File: src/rtl/pcx_core_arb.sv
// Shares one PCX output stream among several SPARC cores. Each core has a capture stage and a
// FIFO; a round-robin arbiter with atomic-pair locking feeds a registered valid/ready output.
module pcx_core_arb #(
  parameter int unsigned NUM_CORES  = 2,
  parameter int unsigned PCX_WIDTH  = 124,
  parameter int unsigned FIFO_DEPTH = 4
) (
  input  logic                           gclk,
  input  logic                           reset,
  input  logic [5*NUM_CORES-1:0]         spc_pcx_req_pq,
  input  logic [NUM_CORES-1:0]           spc_pcx_atom_pq,
  input  logic [PCX_WIDTH*NUM_CORES-1:0] spc_pcx_data_pa,
  output logic [5*NUM_CORES-1:0]         pcx_spc_grant_px,
  output logic                           arb_pcx_valid,
  input  logic                           arb_pcx_ready,
  output logic [PCX_WIDTH-1:0]           arb_pcx_data,
  output logic [4:0]                     arb_pcx_req,
  output logic                           arb_pcx_atom,
  output logic [2:0]                     arb_pcx_core,
  output logic [NUM_CORES-1:0]           arb_ovf_err
);

  localparam int unsigned PtrW  = $clog2(FIFO_DEPTH);
  localparam int unsigned OccW  = PtrW + 1;
  localparam int unsigned CoreW = (NUM_CORES > 1) ? $clog2(NUM_CORES) : 1;
  // Entry layout: {data, req[4:0], atom}
  localparam int unsigned EntW  = PCX_WIDTH + 6;

  typedef enum logic [0:0] {StArb, StLock} state_e;

  state_e                 state_q, state_d;
  logic [CoreW-1:0]       lock_core_q, lock_core_d;
  logic [CoreW-1:0]       rr_ptr_q, rr_ptr_d;

  logic                   out_vld_q;
  logic [PCX_WIDTH-1:0]   out_data_q;
  logic [4:0]             out_req_q;
  logic                   out_atom_q;
  logic [CoreW-1:0]       out_core_q;
  logic [5*NUM_CORES-1:0] grant_q, grant_d;

  logic [NUM_CORES-1:0]   fifo_empty;
  logic [NUM_CORES-1:0]   fifo_pop;
  logic [EntW-1:0]        head [NUM_CORES];
  logic [EntW-1:0]        head_sel;

  logic                   hs;
  logic                   load_en;
  logic                   load;
  logic                   pick_found;
  logic [CoreW-1:0]       pick_core;
  logic [CoreW-1:0]       cand;
  int unsigned            idx;

  assign hs      = out_vld_q & arb_pcx_ready;
  assign load_en = ~out_vld_q | arb_pcx_ready;

  for (genvar c = 0; c < NUM_CORES; c++) begin : g_core
    logic            pend_vld_q;
    logic [4:0]      pend_req_q;
    logic            pend_atom_q;
    logic [EntW-1:0] mem_q [FIFO_DEPTH];
    logic [PtrW:0]   wr_ptr_q, rd_ptr_q;
    logic [OccW-1:0] occ_q;
    logic            ovf_q;
    logic            hs_c;
    logic            push;
    logic [4:0]      req_c;

    assign req_c = spc_pcx_req_pq[c*5 +: 5];
    // Occupancy includes the entry sitting in the output register; a slot is freed on acceptance.
    assign hs_c  = hs && (out_core_q == CoreW'(c));
    assign push  = pend_vld_q && ((occ_q != OccW'(FIFO_DEPTH)) || hs_c);

    assign fifo_empty[c]  = (wr_ptr_q == rd_ptr_q);
    assign head[c]        = mem_q[rd_ptr_q[PtrW-1:0]];
    assign arb_ovf_err[c] = ovf_q;

    always_ff @(posedge gclk) begin
      if (reset) begin
        pend_vld_q  <= 1'b0;
        pend_req_q  <= '0;
        pend_atom_q <= 1'b0;
        wr_ptr_q    <= '0;
        rd_ptr_q    <= '0;
        occ_q       <= '0;
        ovf_q       <= 1'b0;
      end else begin
        pend_vld_q  <= |req_c;
        pend_req_q  <= req_c;
        pend_atom_q <= spc_pcx_atom_pq[c] & (|req_c);
        if (push) begin
          mem_q[wr_ptr_q[PtrW-1:0]] <= {spc_pcx_data_pa[c*PCX_WIDTH +: PCX_WIDTH],
                                        pend_req_q, pend_atom_q};
          wr_ptr_q <= wr_ptr_q + 1'b1;
        end
        if (fifo_pop[c]) rd_ptr_q <= rd_ptr_q + 1'b1;
        occ_q <= occ_q + OccW'(push) - OccW'(hs_c);
        if (pend_vld_q && !push) ovf_q <= 1'b1;
      end
    end
  end

  always_comb begin
    pick_found = 1'b0;
    pick_core  = '0;
    cand       = '0;
    idx        = 0;
    if (state_q == StLock) begin
      pick_found = ~fifo_empty[lock_core_q];
      pick_core  = lock_core_q;
    end else begin
      for (int unsigned i = 0; i < NUM_CORES; i++) begin
        idx = 32'(rr_ptr_q) + i;
        if (idx >= NUM_CORES) idx = idx - NUM_CORES;
        cand = CoreW'(idx);
        if (!pick_found && !fifo_empty[cand]) begin
          pick_found = 1'b1;
          pick_core  = cand;
        end
      end
    end
  end

  assign load     = load_en & pick_found;
  assign head_sel = head[pick_core];

  always_comb begin
    fifo_pop    = '0;
    state_d     = state_q;
    lock_core_d = lock_core_q;
    rr_ptr_d    = rr_ptr_q;
    if (load) begin
      fifo_pop[pick_core] = 1'b1;
      if (state_q == StArb) begin
        rr_ptr_d = (pick_core == CoreW'(NUM_CORES - 1)) ? '0 : pick_core + 1'b1;
        if (head_sel[0]) begin
          state_d     = StLock;
          lock_core_d = pick_core;
        end
      end else begin
        // Second half of the pair: release the lock without advancing the pointer.
        state_d = StArb;
      end
    end
  end

  always_comb begin
    grant_d = '0;
    for (int unsigned c = 0; c < NUM_CORES; c++) begin
      if (hs && (out_core_q == CoreW'(c))) grant_d[c*5 +: 5] = out_req_q;
    end
  end

  always_ff @(posedge gclk) begin
    if (reset) begin
      state_q     <= StArb;
      lock_core_q <= '0;
      rr_ptr_q    <= '0;
      out_vld_q   <= 1'b0;
      out_data_q  <= '0;
      out_req_q   <= '0;
      out_atom_q  <= 1'b0;
      out_core_q  <= '0;
      grant_q     <= '0;
    end else begin
      state_q     <= state_d;
      lock_core_q <= lock_core_d;
      rr_ptr_q    <= rr_ptr_d;
      grant_q     <= grant_d;
      if (load_en) begin
        out_vld_q <= pick_found;
        if (pick_found) begin
          out_data_q <= head_sel[EntW-1:6];
          out_req_q  <= head_sel[5:1];
          out_atom_q <= head_sel[0];
          out_core_q <= pick_core;
        end
      end
    end
  end

  assign pcx_spc_grant_px = grant_q;
  assign arb_pcx_valid    = out_vld_q;
  assign arb_pcx_data     = out_data_q;
  assign arb_pcx_req      = out_req_q;
  assign arb_pcx_atom     = out_atom_q;
  assign arb_pcx_core     = 3'(out_core_q);

endmodule
File: config.mk
export PLATFORM = sky130hd
export DESIGN_NAME = pcx_core_arb
export DESIGN_NICKNAME = d
export VERILOG_FILES = /design/src/rtl/pcx_core_arb.sv
export SDC_FILE = /design/constraint.sdc
export NUM_CORES = 1
export LEC_CHECK = 0
export CAP_MARGIN = 0
export CORE_MARGIN = 10
export CORE_UTILIZATION = 42
export CTS_CLUSTER_SIZE = 24
export DETAILED_ROUTE_END_ITERATION = 7
export PLACE_DENSITY_LB_ADDON = 0.05
export SYNTH_ARGS = -nofsm -noshare
export SYNTH_HDL_FRONTEND = slang
export SYNTH_SLANG_ARGS = --single-unit
File: constraint.sdc
create_clock -name gclk -period 20.3 [get_ports gclk]
set_clock_uncertainty 0.05 [all_clocks]
set_input_delay 3.045 -clock gclk [delete_from_list [all_inputs] [get_ports gclk]]
set_output_delay 3.045 -clock gclk [all_outputs]
set_load 0.005 [all_outputs]
==> impl_results.html, run 1 <==
<table>
<tr><th>Metric</th><th>Value</th></tr>
<tr><th colspan="2">Worst setup path</th></tr>
<tr><td>Critical-path cell with the highest stage delay</td><td>sky130_fd_sc_hd__buf_4</td></tr>
<tr><td>Kind of end point of the critical path</td><td>register</td></tr>
<tr><td>Startpoint types</td><td>primary input</td></tr>
<tr><td>Critical Path, Cell by Cell</td><td>clkdlybuf4s50_1 &gt; and3_1 &gt; o21ai_1 &gt; nor2_1 &gt; and2_4 &gt; buf_4 &gt; buf_4</td></tr>
<tr><td>Crit path max fanout</td><td>57</td></tr>
<tr><td>Arrival time worst endpoint</td><td>roughly 6.6 ns</td></tr>
<tr><td>Required time worst endpoint</td><td>about 21 ns</td></tr>
<tr><td>CP peak stage delay</td><td>~0.86 ns</td></tr>
<tr><td>Worst Path Class, Setup</td><td>primary input to register</td></tr>
<tr><td>Critical Path Most Common Cell</td><td>sky130_fd_sc_hd__buf_4</td></tr>
<tr><th colspan="2">Floorplanning</th></tr>
<tr><td>Effective utilization at floorplan</td><td>between 40 and 50%</td></tr>
<tr><td>Die Span Y</td><td>348.7 µm</td></tr>
<tr><td>Die span in x</td><td>between 300 and 400 µm</td></tr>
<tr><td>Die footprint</td><td>121600 µm²</td></tr>
<tr><td>Total number of placement rows</td><td>120</td></tr>
<tr><td>Top-level I/O count</td><td>around 410</td></tr>
<tr><td>Area of the core</td><td>about 110000 µm²</td></tr>
<tr><th colspan="2">STA</th></tr>
<tr><td>RSZ-0062 raised after global routing</td><td>false</td></tr>
<tr><td>Sum of negative setup slack</td><td>0 ns</td></tr>
<tr><td>Hold Fails Final Rpt</td><td>0</td></tr>
<tr><td>Slew @ Worst Pin</td><td>1.211 ns</td></tr>
<tr><td>Period utilisation layout</td><td>just over 30%</td></tr>
<tr><td>Number of pins exceeding their max-slew limit in the final report</td><td>0</td></tr>
<tr><td>Final worst path period need</td><td>between 6 and 7 ns</td></tr>
<tr><td>Setup-violating endpoint count in the final report</td><td>0</td></tr>
<tr><td>Worst hold margin</td><td>about 0.41 ns</td></tr>
<tr><td>Worst slew slack as a fraction of its limit</td><td>19.24%</td></tr>
<tr><td>Maximum operating frequency</td><td>between 0.15 and 0.2 GHz</td></tr>
<tr><th colspan="2">Synthesis</th></tr>
<tr><td>Number of enable-type register cells in the synthesized netlist</td><td>1040</td></tr>
<tr><td>Synth Flop Type</td><td>sky130_fd_sc_hd__edfxtp_1</td></tr>
<tr><td>Synth area leaders</td><td>sky130_fd_sc_hd__edfxtp_1, sky130_fd_sc_hd__mux4_2, sky130_fd_sc_hd__dfxtp_1</td></tr>
<tr><td>Synthesized area per cell</td><td>around 20 µm²</td></tr>
<tr><td>Cells after Synth</td><td>~2300</td></tr>
<tr><td>Summed instance area of the synthesized netlist</td><td>around 45000 µm²</td></tr>
<tr><td>Number of storage elements in the synthesis netlist</td><td>about 1200</td></tr>
<tr><td>Share of flip-flops with an asynchronous set or reset after synthesis</td><td>0%</td></tr>
<tr><td>Post-synth top area cell</td><td>sky130_fd_sc_hd__edfxtp_1</td></tr>
<tr><td>Top-area cell type share of the netlist area</td><td>~69%</td></tr>
<tr><td>Synthesis warning total</td><td>0</td></tr>
<tr><td>Seq/Total Area, Yosys</td><td>76.87%</td></tr>
<tr><td>Post-synth cell types</td><td>42</td></tr>
<tr><th colspan="2">Clock tree</th></tr>
<tr><td>Deepest level of the CTS H-tree</td><td>4</td></tr>
<tr><td>Clock buffers created by TritonCTS</td><td>132</td></tr>
<tr><td>Post-CTS Setup Inserts</td><td>0</td></tr>
<tr><td>Quantity of gates resized following cts</td><td>0</td></tr>
<tr><td>Number of clock sinks</td><td>approximately 1200</td></tr>
<tr><td>Hold buffer count at CTS</td><td>0</td></tr>
<tr><td>Deepest clock path buffer count</td><td>3</td></tr>
<tr><td>Clock tree from TritonCTS</td><td>built</td></tr>
<tr><td>Worst-Skew Late Latency</td><td>0.71 ns</td></tr>
<tr><td>Clock-pin transition on the worst setup and hold timing paths</td><td>around 0.060 ns</td></tr>
<tr><td>CTS root buf</td><td>sky130_fd_sc_hd__clkbuf_16</td></tr>
<tr><th colspan="2">Power</th></tr>
<tr><td>PD cells</td><td>roughly 140 nW/µm²</td></tr>
<tr><td>VDD IR-drop max</td><td>0.2019 mV</td></tr>
<tr><td>P_leak</td><td>approximately 18 nW</td></tr>
<tr><th colspan="2">Cells and area</th></tr>
<tr><td>Fill cells</td><td>between 8000 and 9000</td></tr>
<tr><td>Multi-input combinational cell area</td><td>between 9000 and 10000 µm²</td></tr>
<tr><td>Footprint of the flip-flops and latches</td><td>~35000 µm²</td></tr>
<tr><td>Net count, final</td><td>just over 3000</td></tr>
<tr><td>Post-route cell area</td><td>approximately 55000 µm²</td></tr>
<tr><td>Relative area change from synthesis to final layout</td><td>21.61%</td></tr>
<tr><td>Fraction of layout cells with a size suffix above 1</td><td>about 18%</td></tr>
<tr><th colspan="2">Routing</th></tr>
<tr><td>Average routed wire per standard cell</td><td>approximately 28 µm</td></tr>
<tr><td>Antenna-violating nets left</td><td>0</td></tr>
<tr><td>Total wire length after detailed routing</td><td>approximately 120 mm</td></tr>
<tr><td>DRT Pass-1 Iters</td><td>5</td></tr>
<tr><td>Number of DRC violations after detailed-routing iteration 0</td><td>~1700</td></tr>
<tr><td>Routed vias</td><td>between 20000 and 25000</td></tr>
<tr><td>DRC violations left</td><td>0</td></tr>
<tr><td>Routed vias/inst</td><td>between 5 and 6</td></tr>
<tr><th colspan="2">Run</th></tr>
<tr><td>Number of violations of the max-capacitance limit</td><td>0</td></tr>
<tr><th colspan="2">Global routing</th></tr>
<tr><td>Initial antenna violation count</td><td>44</td></tr>
<tr><td>Sum of overflow across all layers after global routing</td><td>0</td></tr>
<tr><td>Wire length of the first global-routing pass</td><td>between 150 and 200 mm</td></tr>
<tr><td>Vias in the first global route</td><td>about 25000</td></tr>
<tr><td>Largest net degree at the start of global routing</td><td>roughly 130</td></tr>
<tr><td>Gr usage total</td><td>roughly a fifth</td></tr>
<tr><th colspan="2">Status</th></tr>
<tr><td>Outcome</td><td>complete, no violations</td></tr>
<tr><th colspan="2">Placement</th></tr>
<tr><td>Placed Area</td><td>roughly 51000 µm²</td></tr>
<tr><td>Count of input and output buffers</td><td>406</td></tr>
<tr><td>Detailed Place HPWL</td><td>71.69 mm</td></tr>
<tr><td>Global placer's final weighted congestion</td><td>between 0.7 and 0.8</td></tr>
<tr><th colspan="2">Worst hold path</th></tr>
<tr><td>Min-Delay Path Class</td><td>register to register</td></tr>
</table>
## report_power, final
part	internal [mW]	total, mW	switching [mW]
Sequential	2.99	3.16	0.170
Combinational	0.898	2.13	1.23
Clock	1.42	2.36	0.935
Total	5.31	7.64	2.33
## metrics by stage
stage	utilization (%)	std cells	worst slack [ns]	total power [mW]
2_1_floorplan	-	2328	7.058	4.514
3_3_place_gp	47.45	4017	13.29	5.368
3_5_place_dp	47.45	4017	13.26	5.401
4_1_cts	51.44	4255	14.04	7.773
5_1_grt	51.48	4271	13.87	8.014
6_report	51.49	4275	14.03	7.643
## path summary, 6_finish.rpt
kind                           startpoint  cells past startpoint  slack (ns)                     end
setup / recovery            arb_pcx_ready                      7       14.03  g_core[1].mem_q[2][76]
hold / removal    g_core[0].pend_req_q[3]                      0        0.41   g_core[0].mem_q[1][4]
setup reg to reg               out_core_q                      6       16.32  g_core[1].mem_q[2][76]
hold reg to reg   g_core[0].pend_req_q[3]                      0        0.41   g_core[0].mem_q[1][4]
## worst max-delay path, delay by kind of cell
family / cells / cell delay [ns]
and+or+nand+nor: 3 / 1.12
buffers and inverters: 3 / 2.03
AOI/OAI and AO/OA: 1 / 0.23
## placed cells by master, fill, tap and decap left out, drive strengths merged, types with 5 or more instances in the layout
cell type      instances
mux2                   6
nor2                  24
clkbuf               198
dfxtp                183
xor2                   8
a21oi                138
diode                 20
nand2b                 5
bufinv                 9
xnor2                  6
nand2                264
buf                   39
clkinv                27
a311oi               131
clkdlybuf4s50        405
inv                   15
mux2i                  6
ha                    14
nor2b                 19
mux4                 260
nor3                   7
and2                  20
edfxtp              1040
## Yosys cell counts, types with 2 or more instances
master and number:
sky130_fd_sc_hd__a21oi_1 138, sky130_fd_sc_hd__a311oi_1 131, sky130_fd_sc_hd__and2_1 20, sky130_fd_sc_hd__buf_2 72, sky130_fd_sc_hd__buf_4 6, sky130_fd_sc_hd__clkbuf_1 79
sky130_fd_sc_hd__dfxtp_1 183, sky130_fd_sc_hd__edfxtp_1 1040, sky130_fd_sc_hd__fa_1 2, sky130_fd_sc_hd__ha_1 14, sky130_fd_sc_hd__inv_1 12, sky130_fd_sc_hd__mux2_2 6
sky130_fd_sc_hd__mux2i_1 6, sky130_fd_sc_hd__mux4_2 260, sky130_fd_sc_hd__nand2_1 264, sky130_fd_sc_hd__nand2b_1 5, sky130_fd_sc_hd__nand3_1 2, sky130_fd_sc_hd__nor2_1 24
sky130_fd_sc_hd__nor2b_1 19, sky130_fd_sc_hd__nor3_1 6, sky130_fd_sc_hd__nor4_1 2, sky130_fd_sc_hd__o211ai_1 2, sky130_fd_sc_hd__o31a_1 2, sky130_fd_sc_hd__or3_1 2
sky130_fd_sc_hd__xnor2_1 6, sky130_fd_sc_hd__xor2_1 8
## metal layers
layer  GRT usage (%)  part of all wire [%]  wire length, µm
met5               0                  0.25              303
met2           31.69                    49            59430
met3           5.986                   7.6             9121
met4           6.977                   2.3             2785
met1           24.97                    40            48490
## area by class of cell
cell class,count,area share (%)
repair buffers,444,7.904
clock inverters,40,0.7571
inverters,12,0.08160
clock buffers,198,6.993
diodes,20,0.09067
multi-input cells,935,17.75
flip-flops and latches,1223,63.24
well taps,1403,3.180
## sequential cells by signal, summed over array words and instances, names as in the netlist, named ones only
name	count
g_core.mem_q	1040
arb_pcx_data	124
g_core.pend_req_q	10
pcx_spc_grant_px	10
g_core.occ_q	6
g_core.rd_ptr_q	6
g_core.wr_ptr_q	6
arb_pcx_req	5
g_core.ovf_q	2
g_core.pend_atom_q	2
g_core.pend_vld_q	2
arb_pcx_atom	1
arb_pcx_valid	1
lock_core_q	1
out_core_q	1
rr_ptr_q	1
state_q	1
## logic make-up (layout without fill, tap and decap cells)
group	Yosys count	in the layout	share of synthesized area (%)
adder cells (fa/ha/maj)	16	16	0.4741
flip-flops	1223	1223	76.87
other	1	22	0.008262
buffers and inverters	170	694	1.654
XOR/XNOR	14	14	0.2701
AO/OA/AOI/OAI	282	282	4.306
multiplexers	272	272	13.18
AND/OR/NAND/NOR	349	349	3.233
(Power assumes the default switching activity.)
==> run 2: changes to the inputs <==
- clock period: 20.3 -> 5.48 ns (I/O delays scaled with it)
==> impl_results.html, run 2 (synthesis gave the netlist of run 1 again) <==
<table>
<tr><th>Metric</th><th>Value</th></tr>
<tr><th colspan="2">STA</th></tr>
<tr><td>Worst slew slack as a fraction of its limit</td><td>a little over a quarter</td></tr>
<tr><td>Hold Fails Final Rpt</td><td>0</td></tr>
<tr><td>Setup-violating endpoint count in the final report</td><td>0</td></tr>
<tr><td>RSZ-0062 raised after global routing</td><td>false</td></tr>
<tr><td>Final worst path period need</td><td>3.130 ns</td></tr>
<tr><td>Sum of negative setup slack</td><td>0 ns</td></tr>
<tr><td>Slew @ Worst Pin</td><td>1.090 ns</td></tr>
<tr><td>Number of pins exceeding their max-slew limit in the final report</td><td>0</td></tr>
<tr><td>Worst hold margin</td><td>roughly 0.43 ns</td></tr>
<tr><td>Final worst slack</td><td>2.350 ns</td></tr>
<tr><td>Maximum operating frequency</td><td>around 0.32 GHz</td></tr>
<tr><td>Period utilisation layout</td><td>57.12%</td></tr>
<tr><th colspan="2">Global routing</th></tr>
<tr><td>Gr usage total</td><td>19.78%</td></tr>
<tr><td>Vias in the first global route</td><td>25170</td></tr>
<tr><td>Sum of overflow across all layers after global routing</td><td>0</td></tr>
<tr><td>Wire length of the first global-routing pass</td><td>176.5 mm</td></tr>
<tr><td>Largest net degree at the start of global routing</td><td>between 100 and 150</td></tr>
<tr><td>Initial antenna violation count</td><td>39</td></tr>
<tr><th colspan="2">Power</th></tr>
<tr><td>Clock network fraction of design power</td><td>a little under a third</td></tr>
<tr><td>Switching power</td><td>8.786 mW</td></tr>
<tr><td>Fraction of power consumed by combinational cells</td><td>27.9%</td></tr>
<tr><td>Share of total power consumed by net switching</td><td>a little under a third</td></tr>
<tr><td>PD cells</td><td>approximately 510 nW/µm²</td></tr>
<tr><td>P_leak</td><td>~18 nW</td></tr>
<tr><td>Internal Power</td><td>between 15 and 20 mW</td></tr>
<tr><td>VDD IR-drop max</td><td>~1.0 mV</td></tr>
<tr><td>Post-layout power</td><td>roughly 28 mW</td></tr>
<tr><td>Share of total power in sequential cells</td><td>roughly 41%</td></tr>
<tr><th colspan="2">Worst hold path</th></tr>
<tr><td>Sink of the worst hold path</td><td>g_core[1].mem_q[0][4]</td></tr>
<tr><td>Worst hold path depth</td><td>0</td></tr>
<tr><td>Worst Hold Launch</td><td>g_core[1].pend_req_q[3]</td></tr>
<tr><td>Min-Delay Path Class</td><td>register to register</td></tr>
<tr><th colspan="2">Cells and area</th></tr>
<tr><td>Most frequent standard cell in the layout excluding fill and tap cells</td><td>sky130_fd_sc_hd__edfxtp_1</td></tr>
<tr><td>Net count, final</td><td>around 3000</td></tr>
<tr><td>Post-route cell area</td><td>about 56000 µm²</td></tr>
<tr><td>Fraction of layout cells with a size suffix above 1</td><td>18.34%</td></tr>
<tr><td>Highest-count cells in the layout ignoring fill and taps</td><td>sky130_fd_sc_hd__edfxtp_1, sky130_fd_sc_hd__clkdlybuf4s50_1, sky130_fd_sc_hd__nand2_1, sky130_fd_sc_hd__mux4_2, sky130_fd_sc_hd__dfxtp_1</td></tr>
<tr><td>Relative area change from synthesis to final layout</td><td>22.28%</td></tr>
<tr><td>Number of flip-flops in the largest register</td><td>roughly 1000</td></tr>
<tr><th colspan="2">Worst setup path</th></tr>
<tr><td>Register-to-register path setup slack</td><td>2.40 ns</td></tr>
<tr><td>Kind of end point of the critical path</td><td>register</td></tr>
<tr><td>Required time worst endpoint</td><td>between 5 and 6 ns</td></tr>
<tr><td>Arrival time worst endpoint</td><td>about 3.5 ns</td></tr>
<tr><td>R2r worst-path depth</td><td>5</td></tr>
<tr><td>Crit path max fanout</td><td>43</td></tr>
<tr><td>Worst Path Class, Setup</td><td>primary input to register</td></tr>
<tr><td>Startpoint types</td><td>primary input</td></tr>
<tr><td>Endpoint of the most critical register-to-register path</td><td>g_core[1].mem_q[0][66]</td></tr>
<tr><td>Worst reg2reg path startpoint</td><td>out_core_q</td></tr>
<tr><th colspan="2">Clock tree</th></tr>
<tr><td>Post-CTS Setup Inserts</td><td>0</td></tr>
<tr><td>Hold buffer count at CTS</td><td>0</td></tr>
<tr><td>Deepest clock path buffer count</td><td>3</td></tr>
<tr><td>Clock tree from TritonCTS</td><td>built</td></tr>
<tr><td>CTS root buf</td><td>sky130_fd_sc_hd__clkbuf_16</td></tr>
<tr><td>Quantity of gates resized following cts</td><td>0</td></tr>
<tr><td>Clock-pin transition on the worst setup and hold timing paths</td><td>roughly 0.060 ns</td></tr>
<tr><td>Clock buffers created by TritonCTS</td><td>approximately 130</td></tr>
<tr><td>Number of clock sinks</td><td>~1200</td></tr>
<tr><td>Deepest level of the CTS H-tree</td><td>4</td></tr>
<tr><td>Worst-Skew Late Latency</td><td>just over 0.7 ns</td></tr>
<tr><th colspan="2">Floorplanning</th></tr>
<tr><td>Top-level I/O count</td><td>about 410</td></tr>
<tr><td>Die Span Y</td><td>roughly 350 µm</td></tr>
<tr><td>Total number of placement rows</td><td>120</td></tr>
<tr><td>Die span in x</td><td>348.7 µm</td></tr>
<tr><td>Effective utilization at floorplan</td><td>roughly 42%</td></tr>
<tr><td>Area of the core</td><td>107200 µm²</td></tr>
<tr><td>Die footprint</td><td>approximately 120000 µm²</td></tr>
<tr><th colspan="2">Placement</th></tr>
<tr><td>Global placer's final weighted congestion</td><td>approximately 0.75</td></tr>
<tr><td>Placed Area</td><td>a little over 50000 µm²</td></tr>
<tr><td>Detailed Place HPWL</td><td>about 74 mm</td></tr>
<tr><td>Count of input and output buffers</td><td>406</td></tr>
<tr><td>Dpl ws</td><td>between 1.5 and 2 ns</td></tr>
<tr><th colspan="2">Status</th></tr>
<tr><td>Outcome</td><td>complete, no violations</td></tr>
<tr><th colspan="2">Routing</th></tr>
<tr><td>DRT Pass-1 Iters</td><td>5</td></tr>
<tr><td>Routed vias/inst</td><td>approximately 5.6</td></tr>
<tr><td>Antenna-violating nets left</td><td>0</td></tr>
<tr><td>Routed vias</td><td>approximately 24000</td></tr>
<tr><td>Average routed wire per standard cell</td><td>about 28 µm</td></tr>
<tr><td>Number of DRC violations after detailed-routing iteration 0</td><td>between 1500 and 2000</td></tr>
<tr><td>DRC violations left</td><td>0</td></tr>
<tr><td>Total wire length after detailed routing</td><td>~120 mm</td></tr>
<tr><th colspan="2">Run</th></tr>
<tr><td>Number of violations of the max-capacitance limit</td><td>0</td></tr>
</table>
## run 2: worst max path at each step
stage                          start                      end  slack, ns
3_5_place_dp           arb_pcx_ready  g_core[0].mem_q[2][107]       1.62
3_3_place_gp           arb_pcx_ready   g_core[0].mem_q[3][74]       1.71
4_1_cts        g_core[1].wr_ptr_q[1]         arb_pcx_data[29]       2.33
6_report               arb_pcx_ready   g_core[1].mem_q[0][66]       2.35
2_1_floorplan          arb_pcx_ready    g_core[1].mem_q[0][0]       0.43
5_1_grt        g_core[1].wr_ptr_q[1]         arb_pcx_data[29]       2.22
## run 2: cell type report
| type | count | area (µm²) |
|---|---|---|
| Fill cell | 8625 | 51700 |
| Sequential cell | 1223 | 34910 |
| Multi-Input combinational cell | 935 | 9811 |
| Timing Repair Buffer | 453 | 4681 |
| Clock buffer | 188 | 3822 |
| Tap cell | 1403 | 1755 |
| Clock inverter | 51 | 454.2 |
| Inverter | 12 | 45.04 |
| Antenna cell | 11 | 27.53 |
## run 2: through the flow
stage | instances | util [%]
detailed placement | 4026 | 47.76
global route | 4269 | 51.76
CTS | 4265 | 51.75
floorplan | 2328 | -
finish | 4276 | 51.78
global placement | 4026 | 47.76
## run 2: worst max-delay path: stages
cell,delay [ns]
sky130_fd_sc_hd__clkdlybuf4s50_1,0.50
sky130_fd_sc_hd__and3_1,0.23
sky130_fd_sc_hd__o21ai_1,0.26
sky130_fd_sc_hd__nor2_1,0.26
sky130_fd_sc_hd__and2_4,0.82
sky130_fd_sc_hd__buf_4,0.47
## run 2: power groups by stage
stage,Clock (mW),Sequential [mW],Combinational [mW]
floorplan,0,11.6,5.11
finish,8.73,11.8,7.94
detailed placement,0,12.0,8.13
CTS,8.91,11.8,8.14
global placement,0,12.0,8.06
global route,9.30,11.9,8.62
## run 2: per-layer routing
metal	GRT usage (%)	vias to the layer above	part of all wire (%)
met4	5.899	50	2.5
met1	25.69	12630	41
met2	32.48	720	49
li1	-	10290	-
met3	5.289	215	7.0
met5	0	-	0.28
